### src/rtl/ex_unit_seq.sv
// ex_unit_seq: RV32I/RV64I execute stage (ALU, branch/jump, AGU) plus an iterative
// shift-add multiplier. Define EX_DIV_EN to add the restoring divider (DIV/DIVU/REM/REMU).
module ex_unit_seq #(
  parameter int XLEN = 32
) (
  input  logic            CLK,
  input  logic            RST,
  input  logic            in_valid,
  output logic            in_ready,
  input  logic            kill,
  input  logic [6:0]      opcode,
  input  logic [2:0]      funct3,
  input  logic [6:0]      funct7,
  input  logic [XLEN-1:0] rs1_val,
  input  logic [XLEN-1:0] rs2_val,
  input  logic [XLEN-1:0] imm,
  input  logic [XLEN-1:0] pc,
  output logic            out_valid,
  output logic [XLEN-1:0] result,
  output logic            rd_we,
  output logic            br_taken,
  output logic [XLEN-1:0] br_target,
  output logic            illegal
);
  localparam int SHW = $clog2(XLEN);

  localparam logic [6:0] OPC_OP     = 7'b0110011;
  localparam logic [6:0] OPC_OPIMM  = 7'b0010011;
  localparam logic [6:0] OPC_LUI    = 7'b0110111;
  localparam logic [6:0] OPC_AUIPC  = 7'b0010111;
  localparam logic [6:0] OPC_JAL    = 7'b1101111;
  localparam logic [6:0] OPC_JALR   = 7'b1100111;
  localparam logic [6:0] OPC_BRANCH = 7'b1100011;
  localparam logic [6:0] OPC_LOAD   = 7'b0000011;
  localparam logic [6:0] OPC_STORE  = 7'b0100011;

`ifdef EX_DIV_EN
  typedef enum logic [1:0] {IDLE = 2'd0, MUL = 2'd1, DIV = 2'd2} state_t;
`else
  typedef enum logic [1:0] {IDLE = 2'd0, MUL = 2'd1} state_t;
`endif

  function automatic logic [XLEN-1:0] cneg(input logic [XLEN-1:0] v, input logic neg);
    return neg ? -v : v;
  endfunction

  function automatic logic [2*XLEN-1:0] cneg2(input logic [2*XLEN-1:0] v, input logic neg);
    return neg ? -v : v;
  endfunction

  function automatic logic lt_s(input logic signed [XLEN-1:0] a, input logic signed [XLEN-1:0] b);
    return a < b;
  endfunction

  state_t          state_p1, state_d;
  logic [SHW-1:0]  cnt_p1, cnt_d;
  logic [XLEN-1:0] acc_p1, lo_p1, opb_p1;
  logic            res_neg_p1, sel_hi_p1;

  logic accept, m_op, mul_start, div_start, multi_start;
  logic a_sgn, b_sgn, a_neg, b_neg, sel_hi_d, res_neg_d;

  assign in_ready    = (state_p1 == IDLE);
  assign accept      = in_valid & in_ready & ~kill;
  assign m_op        = (opcode == OPC_OP) && (funct7 == 7'b0000001);
  assign mul_start   = accept & m_op & ~funct3[2];
`ifdef EX_DIV_EN
  assign div_start   = accept & m_op & funct3[2];
`else
  assign div_start   = 1'b0;
`endif
  assign multi_start = mul_start | div_start;

  // Operand signedness per variant: MUL/MULH/MULHSU/MULHU, then DIV/DIVU/REM/REMU.
  assign a_sgn     = funct3[2] ? ~funct3[0] : (funct3[1:0] != 2'b11);
  assign b_sgn     = funct3[2] ? ~funct3[0] : ~funct3[1];
  assign sel_hi_d  = funct3[2] ? funct3[1]  : (funct3[1:0] != 2'b00);
  assign a_neg     = a_sgn & rs1_val[XLEN-1];
  assign b_neg     = b_sgn & rs2_val[XLEN-1];
  // A zero divisor must give an all-ones quotient regardless of dividend sign.
  assign res_neg_d = funct3[2] ? ((a_neg ^ b_neg) & (|rs2_val)) : (a_neg ^ b_neg);

  // Single-cycle ALU
  logic [XLEN-1:0]        op_b, alu_res, sra_res, addr_sum, jalr_sum;
  logic signed [XLEN-1:0] rs1_s;
  logic [SHW-1:0]         shamt;
  logic                   sub_en, op_legal;

  assign op_b     = (opcode == OPC_OP) ? rs2_val : imm;
  assign shamt    = op_b[SHW-1:0];
  assign rs1_s    = rs1_val;
  assign sra_res  = rs1_s >>> shamt;
  assign sub_en   = (opcode == OPC_OP) && funct7[5];
  assign op_legal = (funct7 == 7'b0000000) ||
                    ((funct7 == 7'b0100000) && ((funct3 == 3'b000) || (funct3 == 3'b101)));
  assign addr_sum = rs1_val + imm;
  assign jalr_sum = rs1_val + imm;

  always_comb begin
    alu_res = '0;
    case (funct3)
      3'b000:  alu_res = sub_en ? rs1_val - op_b : rs1_val + op_b;
      3'b001:  alu_res = rs1_val << shamt;
      3'b010:  alu_res = {{(XLEN-1){1'b0}}, lt_s(rs1_val, op_b)};
      3'b011:  alu_res = {{(XLEN-1){1'b0}}, rs1_val < op_b};
      3'b100:  alu_res = rs1_val ^ op_b;
      3'b101:  alu_res = funct7[5] ? sra_res : rs1_val >> shamt;
      3'b110:  alu_res = rs1_val | op_b;
      default: alu_res = rs1_val & op_b;
    endcase
  end

  // Multiplier step: add multiplicand when the low multiplier bit is set, then shift right.
  logic [XLEN:0]     mul_sum;
  logic [XLEN-1:0]   mul_acc_n, mul_lo_n, mul_res;
  logic [2*XLEN-1:0] mul_fin;

  assign mul_sum   = {1'b0, acc_p1} + (lo_p1[0] ? {1'b0, opb_p1} : '0);
  assign mul_acc_n = mul_sum[XLEN:1];
  assign mul_lo_n  = {mul_sum[0], lo_p1[XLEN-1:1]};
  assign mul_fin   = cneg2({mul_acc_n, mul_lo_n}, res_neg_p1);
  assign mul_res   = sel_hi_p1 ? mul_fin[2*XLEN-1:XLEN] : mul_fin[XLEN-1:0];

`ifdef EX_DIV_EN
  // Restoring divider step: shift in next dividend bit, subtract divisor if it fits.
  logic            rem_neg_p1, div_ge;
  logic [XLEN:0]   div_shift;
  logic [XLEN-1:0] div_diff, div_acc_n, div_lo_n, div_res;

  assign div_shift = {acc_p1, lo_p1[XLEN-1]};
  assign div_ge    = div_shift >= {1'b0, opb_p1};
  assign div_diff  = div_shift[XLEN-1:0] - opb_p1;
  assign div_acc_n = div_ge ? div_diff : div_shift[XLEN-1:0];
  assign div_lo_n  = {lo_p1[XLEN-2:0], div_ge};
  assign div_res   = sel_hi_p1 ? cneg(div_acc_n, rem_neg_p1) : cneg(div_lo_n, res_neg_p1);
`endif

  // FSM: state register
  always_ff @(posedge CLK) begin
    if (RST) begin
      state_p1 <= IDLE;
      cnt_p1   <= '0;
    end else begin
      state_p1 <= state_d;
      cnt_p1   <= cnt_d;
    end
  end

  // FSM: next state
  always_comb begin
    state_d = state_p1;
    cnt_d   = cnt_p1;
    case (state_p1)
      IDLE: begin
        if (mul_start) state_d = MUL;
`ifdef EX_DIV_EN
        if (div_start) state_d = DIV;
`endif
        if (multi_start) cnt_d = SHW'(XLEN-1);
      end
      default: begin
        cnt_d = cnt_p1 - SHW'(1);
        if (cnt_p1 == '0) state_d = IDLE;
      end
    endcase
    if (kill) begin
      state_d = IDLE;
      cnt_d   = '0;
    end
  end

  // FSM: completion outputs, registered below
  logic            done;
  logic [XLEN-1:0] res_d, tgt_d;
  logic            we_d, bt_d, ill_d;

  always_comb begin
    done  = 1'b0;
    res_d = '0;
    we_d  = 1'b0;
    bt_d  = 1'b0;
    tgt_d = br_target;
    ill_d = 1'b0;
    case (state_p1)
      IDLE: begin
        if (accept && !multi_start) begin
          done = 1'b1;
          case (opcode)
            OPC_OPIMM: begin res_d = alu_res; we_d = 1'b1; end
            OPC_OP: begin
              if (op_legal) begin
                res_d = alu_res;
                we_d  = 1'b1;
              end else begin
                ill_d = 1'b1;
              end
            end
            OPC_LUI:   begin res_d = imm;      we_d = 1'b1; end
            OPC_AUIPC: begin res_d = pc + imm; we_d = 1'b1; end
            OPC_JAL: begin
              res_d = pc + XLEN'(4);
              tgt_d = pc + imm;
              bt_d  = 1'b1;
              we_d  = 1'b1;
            end
            OPC_JALR: begin
              res_d = pc + XLEN'(4);
              tgt_d = {jalr_sum[XLEN-1:1], 1'b0};
              bt_d  = 1'b1;
              we_d  = 1'b1;
            end
            OPC_BRANCH: begin
              tgt_d = pc + imm;
              case (funct3)
                3'b000:  bt_d = (rs1_val == rs2_val);
                3'b001:  bt_d = (rs1_val != rs2_val);
                3'b100:  bt_d = lt_s(rs1_val, rs2_val);
                3'b101:  bt_d = ~lt_s(rs1_val, rs2_val);
                3'b110:  bt_d = (rs1_val < rs2_val);
                3'b111:  bt_d = (rs1_val >= rs2_val);
                default: ill_d = 1'b1;
              endcase
            end
            OPC_LOAD:  begin res_d = addr_sum; we_d = 1'b1; end
            OPC_STORE: res_d = addr_sum;
            default:   ill_d = 1'b1;
          endcase
        end
      end
      MUL: begin
        if (cnt_p1 == '0) begin
          done  = 1'b1;
          res_d = mul_res;
          we_d  = 1'b1;
        end
      end
`ifdef EX_DIV_EN
      DIV: begin
        if (cnt_p1 == '0) begin
          done  = 1'b1;
          res_d = div_res;
          we_d  = 1'b1;
        end
      end
`endif
      default: ;
    endcase
  end

  // Iteration registers
  always_ff @(posedge CLK) begin
    if (state_p1 == IDLE) begin
      if (multi_start) begin
        acc_p1     <= '0;
        lo_p1      <= cneg(rs1_val, a_neg);
        opb_p1     <= cneg(rs2_val, b_neg);
        res_neg_p1 <= res_neg_d;
        sel_hi_p1  <= sel_hi_d;
`ifdef EX_DIV_EN
        rem_neg_p1 <= a_neg;
`endif
      end
    end else if (state_p1 == MUL) begin
      acc_p1 <= mul_acc_n;
      lo_p1  <= mul_lo_n;
    end
`ifdef EX_DIV_EN
    else if (state_p1 == DIV) begin
      acc_p1 <= div_acc_n;
      lo_p1  <= div_lo_n;
    end
`endif
  end

  // Output stage
  always_ff @(posedge CLK) begin
    if (RST) begin
      out_valid <= 1'b0;
      result    <= '0;
      rd_we     <= 1'b0;
      br_taken  <= 1'b0;
      br_target <= '0;
      illegal   <= 1'b0;
    end else if (kill) begin
      out_valid <= 1'b0;
    end else begin
      out_valid <= done;
      if (done) begin
        result    <= res_d;
        rd_we     <= we_d;
        br_taken  <= bt_d;
        br_target <= tgt_d;
        illegal   <= ill_d;
      end
    end
  end

endmodule

### config.mk
export PLATFORM = sky130hd
export DESIGN_NAME = ex_unit_seq
export DESIGN_NICKNAME = d
export VERILOG_FILES = /design/src/rtl/ex_unit_seq.sv
export SDC_FILE = /design/constraint.sdc
export NUM_CORES = 1
export LEC_CHECK = 0
export CAP_MARGIN = 20
export CORE_ASPECT_RATIO = 0.6
export CORE_MARGIN = 2
export CORE_UTILIZATION = 41
export DETAILED_ROUTE_END_ITERATION = 10
export PLACE_DENSITY = 0.71
export SYNTH_ARGS = -nofsm -noshare
export SYNTH_HDL_FRONTEND = slang
export SYNTH_SLANG_ARGS = --single-unit
export TNS_END_PERCENT = 100
### constraint.sdc
create_clock -name CLK -period 9.52 [get_ports CLK]
set_clock_uncertainty 0.1 [all_clocks]
set_input_delay 1.904 -clock CLK [delete_from_list [all_inputs] [get_ports CLK]]
set_output_delay 1.904 -clock CLK [all_outputs]
set_load 0.005 [all_outputs]
==> flow_metrics.py <==
metrics = {
    "run": {
        "maxCapViolCount": 0,
    },
    "sta": {
        "rsz0062_at_grt": "false",
        "finalHoldViolCount": 0,
        "max_freq_mhz": 123.1,
        "finalSetupViolations": 0,
        "max-slew-margin-rel": 0.05491,
        "final_max_slew_viol_count": 0,
        "finalCritPeriodShare": 0.8533,
        "finalCriticalPeriod_ns": 8.124,
        "tns_ns": 0,
        "tightestPinTransition_ns": 1.406,
    },
    "synth": {
        "yosys-top-cells-area": "edfxtp_1 11%, ha_1 10%, o21ai_0 6.1%",
        "ys_async_sr_fraction": 0,
        "synth_warnings": 0,
        "syn_area_um2": 26760,
        "synth_top_area_frac": 0.1100,
        "synth_cell_types": 96,
        "yosysSeqAreaShare": 0.1653,
        "netlist_instances": 3720,
        "synth.largest_area_cell": "edfxtp_1",
        "ys_seq_elements": 172,
        "dominantRegCellSynth": "edfxtp_1",
        "synth_fp_nets": 4095,
        "synth_enable_flop_cells": 98,
        "syn_avg_cell_area_um2": 7.195,
    },
    "pwr": {
        "p_seq_frac": 0.278,
        "pwr-share-comb": 0.454,
        "swShare": 0.4443,
        "peakVddDrop_v": 0.0001347,
        "p_clk_frac": 0.268,
        "p_per_area_nw_per_um2": 93.53,
        "internal_power_mw": 1.590,
        "p_switching_mw": 1.271,
        "p_leak_nw": 11.90,
    },
    "worst_hold_path": {
        "hold_depth": 2,
        "hold_path.class": "reg -> reg",
    },
    "drt": {
        "via_per_inst": 6.973,
        "wl_um": 158500,
        "drc": 0,
        "ant_nets": 0,
        "avgRoutedWirePerCell_um": 33.76,
        "firstDrtPassIters": 8,
        "first_iter_violations": 5647,
        "vias": 32740,
    },
    "global_route": {
        "grt_pass1_wl_um": 219500,
        "grt-ovfl-total": 0,
        "antenna_found_initial": 10,
        "track_usage": 0.4541,
        "grt_pass1_vias": 28300,
        "grt_max_degree": 66,
    },
    "floorplanning": {
        "die_w_um": 333.8,
        "ios": 218,
        "initial_utilization": 0.4149,
        "die_h_um": 201.9,
        "dieArea_um2": 67410,
        "coreArea_um2": 64500,
        "row_count": 72,
    },
    "finish": {
        "syn_to_final_growth_pct": 14.31,
        "layout-drive-gt1-share": 0.06296,
        "final_common_cell": "nand2_1",
        "final_cell_mix": "372 x nand2_1, 342 x nor2_1, 324 x o21ai_0, 322 x a21oi_1, 222 x ha_1",
        "post-route-cell-area_um2": 30590,
        "final_nets": 4206,
    },
    "worst_setup_path": {
        "crit_type": "in -> reg",
        "r2r_cells": 16,
        "path_max_fanout": 10,
        "critPathCaptureType": "flip-flop",
        "critPathLaunchType": "primary input",
        "arrival_ns": 8.43,
        "required_ns": 9.83,
    },
    "placed_design": {
        "io_buffers": 217,
        "placed_area_um2": 30010,
        "globalplace.congestion": 1.102,
        "dp_hpwl_um": 125700,
    },
    "clock_tree": {
        "numClockSinks": 172,
        "holdBufCountCts": 0,
        "cts_resized": 0,
        "cts_inserted_buffers": 17,
        "cts_tree": "built",
        "path_clk_slew_ns": 0.08,
        "cts_root_buffer": "clkbuf_16",
        "post_cts_buffers": 0,
        "insertion_delay_ns": 0.53,
        "htreeDepth": 4,
        "clock_path_buffers": 2,
    },
    "outcome": {
        "outcome": "finished, final reports clean",
    },
}
[per-layer routing]
metal,vias up,global-route usage,part of all wire
met1,15620,0.6706,0.43
met5,-,0.01135,0.0013
met3,317,0.2256,0.18
met4,10,0.1615,0.041
met2,2809,0.5415,0.34
li1,13990,-,-
[final timing paths]
kind	startpoint	endpoint	slack, ns
worst max-delay path	opcode[2]	result[28]	1.40
worst min-delay path	br_target[24]	br_target[24]	0.35
worst max register to register	lo_p1[0]	result[27]	3.86
worst min register to register	br_target[24]	br_target[24]	0.35
[flip-flops by register name, indices dropped and copies added (netlist names)]
name,cells
opb_p1,32
state_p1,1
res_neg_p1,1
sel_hi_p1,1
br_target,32
acc_p1,32
br_taken,1
illegal,1
result,32
lo_p1,32
rd_we,1
out_valid,1
cnt_p1,5
[per-stage QoR]
stage	cells	hold slack, ns	worst slack (ns)	total power [mW]	util
after floorplan	3720	0.3483	1.492	1.522	-
after global placement	4661	0.3451	1.638	2.034	0.4651
after detailed placement	4662	0.3463	1.557	2.023	0.4652
after CTS	4694	0.3553	2.087	2.778	0.4740
after global routing	4695	0.3897	1.634	2.931	0.4743
final	4696	0.3534	1.396	2.862	0.4743
[cell families (layout without fill, tap and decap cells)]
logic type / count (synthesis) / after routing / synth area share
compound gates: 1304 / 1304 / 0.3158
xor+xnor: 259 / 259 / 0.08476
fa+ha+maj: 226 / 226 / 0.1068
buf+inv: 412 / 536 / 0.05848
flops: 172 / 172 / 0.1653
mux: 121 / 121 / 0.05133
other cells: 0 / 1 / 0
simple gates: 1226 / 1226 / 0.2176
[power by group through the flow]
stage / logic [mW] / registers, mW / clock network (mW)
floorplan: 0.710 / 0.812 / 0
global placement: 1.22 / 0.813 / 0
detailed placement: 1.21 / 0.813 / 0
CTS: 1.22 / 0.796 / 0.765
global route: 1.34 / 0.796 / 0.792
finish: 1.30 / 0.796 / 0.766
[layout make-up]
cell class | instances | area [um2]
fill | 6602 | 33910
multi-input combinational | 3136 | 20870
sequential | 172 | 4425
timing repair buffer | 326 | 2993
tap | 851 | 1065
inverter | 178 | 668.1
clock buffer | 18 | 429.2
clock inverter | 14 | 138.9
antenna | 1 | 2.502
[critical path, stage by stage]
cell and delay (ns):
clkdlybuf4s50_1 0.50, nand4bb_1 0.77, o21ai_1 1.18, and2_2 0.30, inv_1 0.06, ha_1 0.26
a31o_2 0.27, a211oi_1 0.49, nor3_1 0.21, o21ai_0 0.65, a21oi_1 0.28, o41ai_2 0.71
a2111oi_0 0.27, o2111a_1 0.29, nor3_1 0.16, o211ai_1 0.11
[Yosys cell counts, types with 88 or more instances]
| cell type | instances |
|---|---|
| ha_1 | 222 |
| xnor2_1 | 176 |
| nand2_1 | 373 |
| inv_1 | 171 |
| nor2_1 | 346 |
| clkbuf_1 | 195 |
| nand3_1 | 88 |
| a21o_1 | 98 |
| mux2i_1 | 90 |
| o21ai_0 | 325 |
| edfxtp_1 | 98 |
| a21oi_1 | 324 |
Power figures use the tool's default switching activity.
